<file path="src/rtl/demod_accumulator.sv">
// demod_accumulator: integrates signed multiplier products over a programmable window
// Ports:
//   clk, rst_n          clock, asynchronous active-low reset
//   start, num_samples  arm a window of num_samples samples (0 is ignored)
//   write_enable_in     sample strobe, delayed WE_DELAY cycles to align with product_in
//   product_in          signed product from the multiplier stage
//   acc_out, acc_valid  window sum, held until acc_valid & acc_ready
//   acc_ready           downstream accept
//   busy                window in progress or result pending
//   sample_drop         sticky: a sample arrived while a result was pending
module demod_accumulator #(
    parameter int PRODUCT_WIDTH = 32,
    parameter int COUNT_WIDTH   = 16,
    parameter int ACC_WIDTH     = 48,
    parameter int WE_DELAY      = 1
) (
    input  logic                     clk,
    input  logic                     rst_n,
    input  logic                     start,
    input  logic [COUNT_WIDTH-1:0]   num_samples,
    input  logic                     write_enable_in,
    input  logic [PRODUCT_WIDTH-1:0] product_in,
    output logic [ACC_WIDTH-1:0]     acc_out,
    output logic                     acc_valid,
    input  logic                     acc_ready,
    output logic                     busy,
    output logic                     sample_drop
);
    typedef enum logic [1:0] {IDLE, ACCUM, HOLD} state_t;
    state_t state, state_nxt;
    logic we_d;
    logic [ACC_WIDTH-1:0] acc, sum;
    logic [COUNT_WIDTH-1:0] cnt, n_lat;
    logic start_ok, hs, last, arm;
    generate
        if (WE_DELAY == 0) begin : g_nodly
            assign we_d = write_enable_in;
        end else begin : g_dly
            logic [WE_DELAY-1:0] sr;
            always_ff @(posedge clk or negedge rst_n)
                if (!rst_n) sr <= '0;
                else sr <= WE_DELAY'({sr, write_enable_in});
            assign we_d = sr[WE_DELAY-1];
        end
    endgenerate
    assign sum      = acc + ACC_WIDTH'($signed(product_in));
    assign start_ok = start && (num_samples != '0);
    assign hs       = acc_valid && acc_ready;
    // counter compares against N-1 so N = 2^COUNT_WIDTH-1 never wraps
    assign last     = (state == ACCUM) && we_d && (cnt == n_lat - COUNT_WIDTH'(1));
    // a start is honoured from IDLE, or from HOLD in the handshake cycle
    assign arm      = start_ok && (state == IDLE || (state == HOLD && hs));
    assign busy     = (state != IDLE);
    always_comb begin
        state_nxt = state;
        case (state)
            IDLE:    state_nxt = arm ? ACCUM : IDLE;
            ACCUM:   state_nxt = last ? HOLD : ACCUM;
            HOLD:    state_nxt = hs ? (arm ? ACCUM : IDLE) : HOLD;
            default: state_nxt = IDLE;
        endcase
    end
    always_ff @(posedge clk or negedge rst_n)
        if (!rst_n) state <= IDLE;
        else state <= state_nxt;
    always_ff @(posedge clk or negedge rst_n) begin
        if (!rst_n) begin
            acc         <= '0;
            cnt         <= '0;
            n_lat       <= '0;
            acc_out     <= '0;
            acc_valid   <= 1'b0;
            sample_drop <= 1'b0;
        end else begin
            if (state == ACCUM && we_d) begin
                acc <= sum;
                cnt <= cnt + COUNT_WIDTH'(1);
            end
            if (last) begin
                acc_out   <= sum;
                acc_valid <= 1'b1;
            end
            if (state == HOLD && we_d) sample_drop <= 1'b1;
            if (hs) acc_valid <= 1'b0;
            // an accepted start overrides a drop flagged in the same cycle
            if (arm) begin
                n_lat       <= num_samples;
                acc         <= '0;
                cnt         <= '0;
                sample_drop <= 1'b0;
            end
        end
    end
endmodule

</file>
<file path="config.mk">
export PLATFORM = sky130hd
export DESIGN_NAME = demod_accumulator
export DESIGN_NICKNAME = d
export VERILOG_FILES = /design/src/rtl/demod_accumulator.sv
export SDC_FILE = /design/constraint.sdc
export NUM_CORES = 1
export LEC_CHECK = 0
export ABC_AREA = 1
export CAP_MARGIN = 20
export CORE_ASPECT_RATIO = 1.5
export CORE_MARGIN = 10
export CORE_UTILIZATION = 50
export DETAILED_ROUTE_END_ITERATION = 10
export PLACE_DENSITY = 0.71
export SLEW_MARGIN = 10
export SYNTH_ARGS = -nofsm -noshare
export SYNTH_HDL_FRONTEND = slang
export SYNTH_SLANG_ARGS = --single-unit
export TNS_END_PERCENT = 10
</file>
<file path="constraint.sdc">
create_clock -name clk -period 4.7 [get_ports clk]
set_clock_uncertainty 0.05 [all_clocks]
set_input_delay 0.94 -clock clk [delete_from_list [all_inputs] [get_ports clk]]
set_output_delay 0.94 -clock clk [all_outputs]
set_load 0.01 [all_outputs]
</file>
==> results.yml, run 1 <==
status:
  outcome: "completed"
floorplanning:
  core_mm2: 0.0174
  floorplan.die.height_um: 183
  pin_count: 104
  width_of_the_die_um: 129
  dieArea_mm2: 0.0237
  initial_core_util_pct: 51.1
  rows: 59
synthesis:
  synth.yosys.warnings: 0
  synthesis.instances: 1308
  post-synth-top-count-cell: "nand2_1"
  dominant_cell_type_by_area_after_synthesis: "dfrtp_1"
  synth_area_leaders: "dfrtp_1 37%, nand2_1 21%, ha_1 6.9%, inv_1 5.4%, nor2_1 5.2%"
  synthesis.area_per_instance_um2: 6.81
  area_share_of_the_largest_cell_type_after_synthesis_pct: 37.4
  synth_cell_types: 37
  postSynthRegisterBits: 133
  post_synth_most_frequent_cells: "507 x nand2_1, 133 x dfrtp_1, 129 x inv_1"
  synth_nets: 1411
  postSynth.topFlopCell: "dfrtp_1"
  synth_enable_flop_cells: 0
  proportion_of_register_bits_with_asynchronous_set_or_reset_after_synthesis_pct: 100
  synth.yosys.seq_area_share_pct: 37.4
  synth_area_mm2: 0.00891
routing:
  vias_per_cell: 5.33
  detail_route.wirelength_mm: 28.3
  via_count: 8742
  drt.antenna.violating_nets: 0
  drc: 0
  detail_route.first_pass.iterations: 6
  first_iter_violations: 665
  wire_per_inst_um: 17.3
power:
  powerDensity_mw_per_mm2: 634
  irDropWorstVdd_mv: 0.263
  leakagePower_nw: 5.38
worst_setup_path:
  cpMaxStageDelayCell: "clkdlybuf4s50_1"
  critPathLaunchType: "input port"
  path_max_fanout: 17
  timing.setup.critical_path_class: "in2reg"
  critPathArrivalTime_ns: 3.64
  cpPeakStageDelay_ns: 0.45
  crit_path_frequent_cell: "nand2_1"
  timing.critical_path.cells: "clkdlybuf4s50_1 -> buf_4 -> ha_1 -> a21oi_1 -> o21ai_0 -> a21oi_1 -> nor2_1 -> nor3_1 -> nand2_1 -> nand2_1 -> nand2_1 -> nand2_1 -> nand2_1"
  end_kind: "register"
  timing.critical_path.required_ns: 4.97
timing:
  timing_hold_violations_final: 0
  setup-violations-final: 0
  setup_total_negative_slack_ns: 0
  final_max_slew_viol_count: 0
  layout_setup_ws_ns: 1.33
  layout_min_cycle_time_ns: 3.37
  rsz_0062_raised_after_global_routing: "no"
  max_freq_mhz: 297
  post-route-period-util_pct: 71.7
  max-slew-margin-rel_pct: 35.0
  tightest_slew_ns: 0.974
place:
  place.detailed.instances: 1608
  place.port_buffers: 103
  dpl_cell_area_mm2: 0.0102
  detailedPlace.worstSlack_ns: 0.937
  detailedPlacementHpwl_mm: 22.6
  globalplace.congestion: 1.00
min_path:
  min_path_type: "reg2reg"
final_layout:
  regArea_mm2: 0.00333
  area_growth_pct: 21.1
  count_of_filler_cells_inserted_in_the_layout: 1654
  multiInputGateArea_mm2: 0.00497
  num_antenna_cells: 0
  finish.utilization_pct: 61.9
  share_of_final_layout_standard_cells_stronger_than_drive_strength_1_pct: 3.43
  post-route-cell-area_mm2: 0.0108
  final_cell_count_no_fill: 1640
  fin_nets: 1517
cts:
  insertion_delay_ns: 0.43
  htreeDepth: 4
  cts_post_setup_buffers_inserted: 0
  cts.repair.resized: 0
  clkSlewWorstSetupHoldPaths_ns: 0.07
  clock-root-buffer: "clkbuf_16"
  cts_buffer_depth: 2
  numClockSinks: 133
  holdBufCountCts: 0
  cts_tree: "yes"
  number_of_cts_inserted_buffers: 17
global_route:
  first_global_vias: 8742
  grt_antenna_before_repair: 0
  wire_length_of_the_first_global_routing_pass_mm: 45.2
  grt_util_all_layers_pct: 24.2
  pin_count_of_the_biggest_net_entering_global_routing: 80
  remaining_overflow_grt: 0
flow_run:
  max-cap-violations: 0
-- worst max-delay path, delay by kind of cell --
family                   cells  cell delay, ns
AO/OA/AOI/OAI                3            0.93
AND/OR/NAND/NOR              7            0.72
buffers and inverters        2            0.70
adder cells (fa/ha/maj)      1            0.34
-- per-stage QoR --
stage / total power, mW / hold WS, ns
6_report: 6.83 / 0.428
5_1_grt: 7.40 / 0.454
4_1_cts: 6.84 / 0.436
3_5_place_dp: 5.36 / 0.415
3_3_place_gp: 5.32 / 0.412
2_1_floorplan: 4.26 / 0.403
-- state kept, by name, indices dropped and copies added (netlist names) --
register	flops
acc	48
acc_out	48
acc_valid	1
cnt	16
g_dly.sr	1
n_lat	16
sample_drop	1
state	2
-- area by class of cell --
cell class,instances,area share [%]
tap,213,2.47
clock inverter,14,1.84
timing repair buffer,111,10.1
sequential,133,30.8
clock buffer,18,4.07
multi-input combinational,1020,46.1
inverter,131,4.58
-- report_power, final --
group / total [mW] / switching (mW) / internal (mW) / leakage [nW]
Clock: 1.45 / 0.546 / 0.907 / 0.300
Combinational: 3.62 / 2.36 / 1.25 / 3.59
Sequential: 1.77 / 0.272 / 1.49 / 1.49
-- layer usage --
metal | wire (um) | track usage (%) | vias up
met1 | 10700 | 25.4 | 4061
met3 | 1150 | 3.90 | 54
met5 | 0 | 0 | -
met4 | 905 | 9.45 | 0
li1 | - | - | 4408
met2 | 15600 | 46.4 | 219
-- path summary, 6_finish.rpt --
kind / endpoint / cells after the start / slack [ns] / startpoint
min reg2reg: acc_out[37] / 2 / 0.43 / acc_out[37]
min in group asynchronous: acc_out[6] / 1 / 0.46 / rst_n
max: acc[42] / 13 / 1.33 / product_in[31]
max in group asynchronous: acc_out[27] / 2 / 3.24 / rst_n
min: acc_out[37] / 2 / 0.43 / acc_out[37]
max reg2reg: cnt[15] / 8 / 1.57 / state[1]
-- cells in the final DEF (no fill, tap or decap), drive strengths merged, types with 4 or more instances in the layout --
cell type        n
a21oi           72
buf              9
bufinv           4
clkbuf          18
clkdlybuf4s50  102
clkinvlp         4
dfrtp          133
ha              49
inv            134
nand2          507
nand3           57
nand4           13
nor2           127
nor3            14
nor4             7
o21a             4
o21ai          105
xnor2           32
xor2             9
-- cells by family (layout without fill, tap and decap cells) --
kind of cell | Yosys count | in the layout | synth area share [%]
simple gates | 732 | 732 | 33.1
compound gates | 197 | 197 | 11.6
buf+inv | 155 | 274 | 6.83
flops | 133 | 133 | 37.4
fa+ha+maj | 50 | 50 | 7.11
xor+xnor | 41 | 41 | 4.03
No activity file was read; power rests on OpenSTA's default activity.
==> run 2, diff against run 1 <==
- PLACE_DENSITY: 0.71 -> 0.74
- clock period: 4.7 -> 2.7 ns (I/O delays scaled with it)
==> run 2 against run 1 <==
  * Sequential power grew 75%
  * Die area is the same
  * Wire length is 4.1% higher
  * Power up 92%
  * Cell count grew 7.9%
  * Combinational power rose by 110%
  * Global-route usage up 1.1 points
  * Utilization increased by 5.9 points
  * Worst setup slack lost 1.2 ns
  * Clock-buffer cell count rose by 1
  * Sequential share of layout area shrank 2.7 points
  * Register-to-register slack got worse by 1.3 ns
==> results.yml, run 2 (synthesized netlist as in run 1, its figures left out) <==
status:
  outcome: "completed"
worst_setup_path:
  end_kind: "register"
  timing.critical_path.required_ns: 2.98
  critPathArrivalTime_ns: 2.84
  rrSetupSlack_ns: 0.25
  r2r.worst_path.cells: 14
  path_max_fanout: 6
  critPathLaunchType: "input port"
  timing.setup.critical_path_class: "in2reg"
  r2r_start: "n_lat[0]"
  crit-reg2reg-capture: "state[0]"
routing:
  first_iter_violations: 677
  vias_per_cell: 5.23
  wire_per_inst_um: 16.7
  detail_route.first_pass.iterations: 5
  via_count: 9261
  drt.antenna.violating_nets: 0
  detail_route.wirelength_mm: 29.5
  drc: 0
timing:
  max_freq_mhz: 391
  timing_hold_violations_final: 0
  setup-violations-final: 0
  max-slew-margin-rel_pct: 67.1
  tightest_slew_ns: 0.488
  final_max_slew_viol_count: 0
  post-route-period-util_pct: 94.7
  layout_min_cycle_time_ns: 2.56
  rsz_0062_raised_after_global_routing: "no"
global_route:
  pin_count_of_the_biggest_net_entering_global_routing: 63
  global_routing_usage_on_met2_pct: 48.2
  grt.met3_usage_pct: 4.10
  first_global_vias: 9210
  grt_util_all_layers_pct: 25.3
  global_route_track_usage_on_met1_pct: 26.9
  wire_length_of_the_first_global_routing_pass_mm: 47.2
  remaining_overflow_grt: 0
  grt_antenna_before_repair: 0
  gr-max-usage-layer: "met2"
power:
  powerDensity_mw_per_mm2: 1110
  leakagePower_nw: 6.02
  fin_total_pwr_mw: 13.1
  irDropWorstVdd_mv: 0.532
place:
  place.port_buffers: 103
  detailedPlacementHpwl_mm: 23.6
  globalplace.congestion: 0.989
  place.detailed.instances: 1738
  dpl_cell_area_mm2: 0.0112
final_layout:
  area_growth_pct: 32.7
  mostFrequentLayoutCell: "nand2_1"
  final_cell_count_no_fill: 1770
  post-route-cell-area_mm2: 0.0118
  regArea_mm2: 0.00333
  mostFrequentLayoutCells: "507 x nand2_1, 133 x dfrtp_1, 133 x buf_4"
  top_regs: "acc: 48 flops, acc_out: 48 flops"
  count_of_filler_cells_inserted_in_the_layout: 1545
  multiInputGateArea_mm2: 0.00498
  fin_nets: 1647
  share_of_final_layout_standard_cells_stronger_than_drive_strength_1_pct: 11.7
  num_antenna_cells: 0
floorplanning:
  dieArea_mm2: 0.0237
  pin_count: 104
  core_mm2: 0.0174
  rows: 59
  initial_core_util_pct: 51.1
  floorplan.die.height_um: 183
  width_of_the_die_um: 129
min_path:
  min_path_type: "in2async"
cts:
  insertion_delay_ns: 0.43
  htreeDepth: 4
  number_of_cts_inserted_buffers: 17
  cts_buffer_depth: 2
  clock-root-buffer: "clkbuf_16"
  cts_post_setup_buffers_inserted: 0
  cts_tree: "yes"
  numClockSinks: 133
  clkSlewWorstSetupHoldPaths_ns: 0.07
  holdBufCountCts: 0
flow_run:
  max-cap-violations: 0
-- run 2: cell count changes in the layout (fill, tap and decap cells not counted), sizes merged --
cell / previous run / this run
clkbuf: 18 / 19
buf: 9 / 139
bufinv: 4 / 3
inv: 134 / 135
clkinv: 3 / 2
-- run 2: critical path, cell delays in order --
cell and delay [ns]:
clkdlybuf4s50_1 0.42, buf_4 0.17, ha_1 0.35, nand2_1 0.14, inv_1 0.08, nand2_1 0.08
nor3_1 0.39, buf_4 0.20, nand2_1 0.05, nor2_1 0.08, nand2_1 0.08, nand4_1 0.10
nand2_1 0.07, nand2_1 0.06, nand2_1 0.05
-- run 2: power by group --
group	total [mW]	switching, mW	internal [mW]
Sequential	3.10	0.501	2.60
Clock	2.48	0.964	1.52
Combinational	7.55	4.35	3.20
Total	13.1	5.82	7.32
-- run 2: layout make-up --
cell class | instances | area share [%]
Inverter | 131 | 4.18
Clock inverter | 13 | 1.45
Tap cell | 213 | 2.25
Timing Repair Buffer | 241 | 18.0
Clock buffer | 19 | 3.83
Sequential cell | 133 | 28.2
Multi-Input combinational cell | 1020 | 42.1
-- run 2: worst max path at each step --
stage                              start       to  cells after the start
after CTS                 product_in[31]  acc[46]                     15
after floorplan            product_in[0]  acc[42]                     16
after detailed placement  product_in[31]  acc[46]                     15
after global routing      product_in[21]  acc[29]                     14
final                     product_in[31]  acc[46]                     15
after global placement    product_in[31]  acc[46]                     15
-- run 2: what timing repair did --
action / in CTS / in global routing
endpoints found under the hold margin: 0 / 0
endpoints found under the setup margin: 0 / 17
resized for setup: 0 / 3
-- run 2: metrics by stage --
step	TNS, ns	worst slack, ns	hold slack, ns	utilization (%)
after floorplan	0	0.490	0.194	-
after global placement	-8.84	-0.264	0.413	64.2
after detailed placement	-10.76	-0.307	0.417	64.2
after CTS	0	0.141	0.0104	67.8
after global routing	0	0.00600	0.0308	67.9
final	0	0.142	0.00175	67.9
-- run 2: per-layer routing --
layer	share of wire, %	vias to the layer above
met1	39	4349
met5	0	-
met2	55	188
met4	3.2	0
met3	3.4	52
li1	-	4672
